<file path="src/rtl/pacman_pkg.sv">
// Shared types and helpers for the player/ghost direction logic.
package pacman_pkg;

   typedef enum logic [2:0] {
      DIR_NONE  = 3'd0,
      DIR_LEFT  = 3'd1,
      DIR_RIGHT = 3'd2,
      DIR_DOWN  = 3'd3,
      DIR_UP    = 3'd4
   } dir_t;

   localparam logic [7:0] KEY_A = 8'h04;
   localparam logic [7:0] KEY_D = 8'h07;
   localparam logic [7:0] KEY_S = 8'h16;
   localparam logic [7:0] KEY_W = 8'h1A;

   function automatic dir_t key_to_dir(input logic [7:0] key);
      dir_t d;
      case (key)
         KEY_A:   d = DIR_LEFT;
         KEY_D:   d = DIR_RIGHT;
         KEY_S:   d = DIR_DOWN;
         KEY_W:   d = DIR_UP;
         default: d = DIR_NONE;
      endcase
      return d;
   endfunction

   // Maze mask layout: [3] up, [2] down, [1] right, [0] left. NONE is never open.
   function automatic logic dir_open(input logic [3:0] mask, input dir_t dir);
      logic o;
      case (dir)
         DIR_LEFT:  o = mask[0];
         DIR_RIGHT: o = mask[1];
         DIR_DOWN:  o = mask[2];
         DIR_UP:    o = mask[3];
         default:   o = 1'b0;
      endcase
      return o;
   endfunction

   function automatic dir_t dir_opposite(input dir_t dir);
      dir_t o;
      case (dir)
         DIR_LEFT:  o = DIR_RIGHT;
         DIR_RIGHT: o = DIR_LEFT;
         DIR_DOWN:  o = DIR_UP;
         DIR_UP:    o = DIR_DOWN;
         default:   o = DIR_NONE;
      endcase
      return o;
   endfunction

endpackage

</file>
<file path="src/rtl/key_debounce.sv">
// Frame-rate keycode debouncer: one accept pulse per stable WASD press.
module key_debounce
   import pacman_pkg::*;
#(
   parameter int unsigned DEBOUNCE = 2
) (
   input  logic       Clk,
   input  logic       Reset,
   input  logic       frame_tick,
   input  logic [7:0] keycode,
   output logic       accept,
   output dir_t       acc_dir
);

   localparam logic [3:0] DEB = 4'(DEBOUNCE);

   logic [7:0] last_code_q, last_code_d;
   logic [3:0] cnt_q, cnt_d;
   logic       is_dir;

   // Stability count; accept fires only on the tick the count reaches DEB,
   // so a saturated (held) key never fires again.
   always_comb begin
      acc_dir     = key_to_dir(keycode);
      is_dir      = (acc_dir != DIR_NONE);
      last_code_d = last_code_q;
      cnt_d       = cnt_q;
      accept      = 1'b0;
      if (frame_tick) begin
         if (is_dir && (keycode == last_code_q)) begin
            if (cnt_q != DEB) begin
               cnt_d  = cnt_q + 4'd1;
               accept = ((cnt_q + 4'd1) == DEB);
            end
         end else begin
            last_code_d = keycode;
            cnt_d       = is_dir ? 4'd1 : 4'd0;
            accept      = is_dir && (DEB == 4'd1);
         end
      end
   end

   // Debounce state register.
   always_ff @(posedge Clk) begin
      if (Reset) begin
         last_code_q <= 8'h00;
         cnt_q       <= 4'd0;
      end else begin
         last_code_q <= last_code_d;
         cnt_q       <= cnt_d;
      end
   end

endmodule

</file>
<file path="src/rtl/pac_dir_ctrl.sv">
// Player direction control: debounced key requests, pre-turn buffering,
// blocked-direction stop and per-frame motion step decode.
module pac_dir_ctrl
   import pacman_pkg::*;
#(
   parameter logic [9:0]  STEP        = 10'd1,
   parameter int unsigned DEBOUNCE    = 2,
   parameter int unsigned HOLD_FRAMES = 16
) (
   input  logic       Clk,
   input  logic       Reset,
   input  logic       frame_tick,
   input  logic [7:0] keycode,
   input  logic [3:0] open_mask,
   output dir_t       cur_dir,
   output logic       pend_valid,
   output dir_t       pend_dir,
   output logic [9:0] X_Motion,
   output logic [9:0] Y_Motion
);

   // timer_q holds the ticks a blocked request still has left after the
   // current one, so the accept tick itself counts toward HOLD_FRAMES.
   localparam logic [7:0] HOLD_M1 = 8'(HOLD_FRAMES - 1);

   logic       accept;
   dir_t       acc_dir;
   dir_t       cur_dir_q, cur_dir_d;
   dir_t       pend_dir_q, pend_dir_d;
   logic       pend_valid_q, pend_valid_d;
   logic [7:0] timer_q, timer_d;
   dir_t       req;
   logic       req_v;
   logic       applied;

   key_debounce #(.DEBOUNCE(DEBOUNCE)) u_key_debounce (
      .Clk        (Clk),
      .Reset      (Reset),
      .frame_tick (frame_tick),
      .keycode    (keycode),
      .accept     (accept),
      .acc_dir    (acc_dir)
   );

   // Request resolution, apply/hold decision and blocked-direction stop.
   always_comb begin
      cur_dir_d    = cur_dir_q;
      pend_dir_d   = pend_dir_q;
      pend_valid_d = pend_valid_q;
      timer_d      = timer_q;
      req          = accept ? acc_dir : pend_dir_q;
      req_v        = accept | pend_valid_q;
      applied      = req_v && dir_open(open_mask, req);
      if (frame_tick) begin
         if (applied) begin
            cur_dir_d    = req;
            pend_valid_d = 1'b0;
         end else begin
            if (req_v) begin
               pend_dir_d   = req;
               timer_d      = accept ? HOLD_M1 : (timer_q - 8'd1);
               pend_valid_d = (timer_d != 8'd0);
            end
            if ((cur_dir_q != DIR_NONE) && !dir_open(open_mask, cur_dir_q))
               cur_dir_d = DIR_NONE;
         end
      end
   end

   // Direction/request state register.
   always_ff @(posedge Clk) begin
      if (Reset) begin
         cur_dir_q    <= DIR_NONE;
         pend_dir_q   <= DIR_NONE;
         pend_valid_q <= 1'b0;
         timer_q      <= 8'd0;
      end else begin
         cur_dir_q    <= cur_dir_d;
         pend_dir_q   <= pend_dir_d;
         pend_valid_q <= pend_valid_d;
         timer_q      <= timer_d;
      end
   end

   // Motion step decode from the registered direction.
   always_comb begin
      X_Motion = 10'd0;
      Y_Motion = 10'd0;
      case (cur_dir_q)
         DIR_LEFT:  X_Motion = 10'd0 - STEP;
         DIR_RIGHT: X_Motion = STEP;
         DIR_UP:    Y_Motion = 10'd0 - STEP;
         DIR_DOWN:  Y_Motion = STEP;
         default:   ;
      endcase
   end

   assign cur_dir    = cur_dir_q;
   assign pend_dir   = pend_dir_q;
   assign pend_valid = pend_valid_q;

endmodule

</file>
<file path="config.mk">
export PLATFORM = sky130hd
export DESIGN_NAME = pac_dir_ctrl
export DESIGN_NICKNAME = d
export VERILOG_FILES = /design/src/rtl/pacman_pkg.sv /design/src/rtl/key_debounce.sv /design/src/rtl/pac_dir_ctrl.sv
export SDC_FILE = /design/constraint.sdc
export NUM_CORES = 1
export LEC_CHECK = 0
export BUFFER_PORTS_ARGS = -buffer_cell sky130_fd_sc_hd__buf_2
export CAP_MARGIN = 5
export CORE_MARGIN = 4
export CORE_UTILIZATION = 40
export CTS_BUF_LIST = sky130_fd_sc_hd__clkbuf_4 sky130_fd_sc_hd__clkbuf_8
export DETAILED_ROUTE_END_ITERATION = 16
export GPL_ROUTABILITY_DRIVEN = 0
export RECOVER_POWER = 50
export SYNTH_ARGS = -nofsm -noshare
export SYNTH_HDL_FRONTEND = slang
export SYNTH_SLANG_ARGS = --single-unit
export TNS_END_PERCENT = 10
</file>
<file path="constraint.sdc">
create_clock -name Clk -period 3.5 [get_ports Clk]
set_clock_uncertainty 0.2 [all_clocks]
set_input_delay 0.35 -clock Clk [delete_from_list [all_inputs] [get_ports Clk]]
set_output_delay 0.35 -clock Clk [all_outputs]
set_load 0.01 [all_outputs]
</file>
==> metrics.yaml <==
dp_slack_ns: 0.2161
cp.arrival_ns: 3.18
fp.dieH_um: 78.12
hold_viol: 0
cp_num_buf_inv: 1
drtIter0Drc: 57
cts_tree: "built"
port_buffers: 41
drt_first_pass_iters: 4
synth_cell_type_count: 58
clock-root-buffer: "clkbuf_8"
finalMaxSlewViolations: 0
seqPwrFrac_pct: 55.5
path_delay_family: "simple AND/OR/NAND/NOR gates"
synthesis.area_um2: 1967
grt_start_max_net_pins: 23
vias_per_cell: 5.042
hpwl_mm: 3.184
yosysWarnings: 0
clockBufferDepth: 2
worstSkewPairLatency_ns: 0.28
final_cell_mix: "27 x dfxtp_1, 24 x clkbuf_1, 21 x nor2_1, 19 x nand2_1, 17 x buf_2"
drtAntennaViolNets: 0
p_switching_mw: 0.1474
die_area_um2: 6103
fin_nets: 286
slew-limit-headroom_pct: 47.02
clkSinkCount: 27
die_w_um: 78.12
tightest_slew_ns: 0.7929
pin_count: 42
finalNonFillerCells: 333
critPathSlowestCell: "or4_4"
routed_wl_mm: 4.200
synth-seq-cells: 27
drc: 0
n_fill_cell: 507
p_clk_share_pct: 32.1
required_ns: 3.48
start_util_pct: 41.37
first_global_vias: 1504
fin_ws_ns: 0.2983
postCtsHoldBufs: 0
syn_inst: 242
synthArstFlopShare_pct: 0
rsz0062_at_grt: "no"
critPathLaunchType: "flip-flop"
clk_pin_slew_ns: 0.10
ys_seq_area_share_pct: 27.48
layout_commonest_cell: "dfxtp_1"
placedCellCount: 329
slowest_delay_ns: 0.54
antenna_cells: 0
p_leak_nw: 0.8047
finalSetupTns_ns: 0
pwr-share-comb_pct: 12.4
antenna_found_initial: 0
hp-class: "in2reg"
post_drt_wl_per_cell_um: 12.61
grt_pass1_wl_mm: 7.086
cts_buffers: 3
cp-end-kind: "flip-flop"
core_um2: 4755
rows: 25
syn-num-nets: 261
drive_gt1_share_pct: 17.67
vias: 1679
htreeDepth: 1
synth-edff-count: 0
worstPathMaxFanout: 10
power_density_nw_per_um2: 263.7
crit_type: "reg2reg"
synth_flop_cell: "dfxtp_1"
finalCriticalPeriod_ns: 3.202
ir_drop_uv: 141.8
path_cells: "ha_1 > and3_1 > a31oi_2 > buf_4 > or4_4 > and3_4 > mux2i_4 > o211ai_4 > or2_2 > o221a_2"
maxCapViolations: 0
syn_to_final_growth_pct: 10.31
fin_crit_sh_pct: 91.48
fmax_ghz: 0.3123
grt_usage_pct: 13.99
avgSynthCellArea_um2: 8.128
grt-ovfl-total: 0
status: "finished clean"
internal_power_mw: 0.4248
setup_viol: 0
power_switching_share_pct: 25.76
## sequential cells by signal (all words and copies together) (netlist names)
signal,flops
timer_q,8
u_key_debounce.last_code_q,8
u_key_debounce.cnt_q,4
cur_dir,3
pend_dir,3
pend_valid,1
## stage by stage
step | cell area (um^2) | total power [mW] | util (%) | hold WS, ns
floorplan | 1967 | 0.3717 | - | 0.2488
global placement | 2131 | 0.3949 | 44.82 | 0.2617
detailed placement | 2131 | 0.3948 | 44.82 | 0.2634
CTS | 2180 | 0.5854 | 45.84 | 0.1348
global route | 2170 | 0.6047 | 45.63 | 0.1432
finish | 2170 | 0.5722 | 45.63 | 0.1440
## cell usage after synthesis (3+ instances only)
library cell	count	area [um^2]
nand3b_1	5	37.54
o21ai_0	10	50.05
ha_1	4	50.05
nand2_1	19	71.32
buf_2	4	20.02
nand2b_1	6	37.54
inv_1	10	37.54
or4_1	3	22.52
buf_4	17	127.6
nor3_1	9	45.04
nor4_1	6	37.54
and3_1	3	18.77
or2_2	3	18.77
dfxtp_1	27	540.5
nor2_1	21	78.83
nor3b_1	3	22.52
xnor2_1	11	96.34
a21oi_1	11	55.05
clkbuf_1	6	22.52
o21a_1	3	22.52
a31o_2	3	26.28
a211oi_1	5	37.54
mux2i_1	8	80.08
## per-layer routing
metal	vias to the layer above	wire (um)	GRT usage, %
li1	899	-	-
met1	755	2103	19.45
met2	21	1950	22.43
met3	4	115	2.982
met4	0	30	2.622
met5	-	0	0
## logic make-up (layout without fill, tap and decap cells)
group	Yosys count	count (layout)	share of synthesized area [%]
AND/OR/NAND/NOR	95	95	26.97
AO/OA/AOI/OAI	55	55	20.67
buffers and inverters	38	62	10.75
flip-flops	27	27	27.48
XOR/XNOR	13	13	5.789
multiplexers	10	10	5.789
adder cells (fa/ha/maj)	4	4	2.545
## power groups by stage
stage               Combinational (mW)  Sequential, mW  Clock, mW
detailed placement              0.0701           0.325          0
CTS                             0.0705           0.318      0.197
finish                          0.0710           0.318      0.184
global route                    0.0800           0.318      0.206
floorplan                       0.0479           0.324          0
global placement                0.0703           0.325          0
## tightest hold or removal path, stage by stage
cell	delay (ns)
buf_2	0.12
nand2_1	0.05
a21oi_1	0.05
## final cells by class
cell class	count	area (um^2)	share of cell area, %
clock inverter	1	7.507	0.3460
sequential	27	540.5	24.91
tap	67	83.83	3.864
clock buffer	3	41.29	1.903
inverter	11	41.29	1.903
multi-input combinational	177	1235	56.92
timing repair buffer	47	220.2	10.15
## repair_timing
action | 4_1_cts | 5_1_grt
gates resized for setup | 0 | 3
setup endpoints to repair | 0 | 6
setup buffers | 0 | 0
## path summary, 6_finish.rpt
check	start	endpoint	cells past startpoint	slack (ns)
worst max-delay path	u_key_debounce.cnt_q[0]$_SDFFE_PP0P_	timer_q[2]$_SDFFE_PP0P_	10	0.30
worst min-delay path	keycode[6]	u_key_debounce.last_code_q[6]$_SDFFE_PP0P_	3	0.14
worst max register to register	u_key_debounce.cnt_q[0]$_SDFFE_PP0P_	timer_q[2]$_SDFFE_PP0P_	10	0.30
worst min register to register	u_key_debounce.last_code_q[6]$_SDFFE_PP0P_	u_key_debounce.last_code_q[6]$_SDFFE_PP0P_	2	0.27
Power figures use the tool's default switching activity.
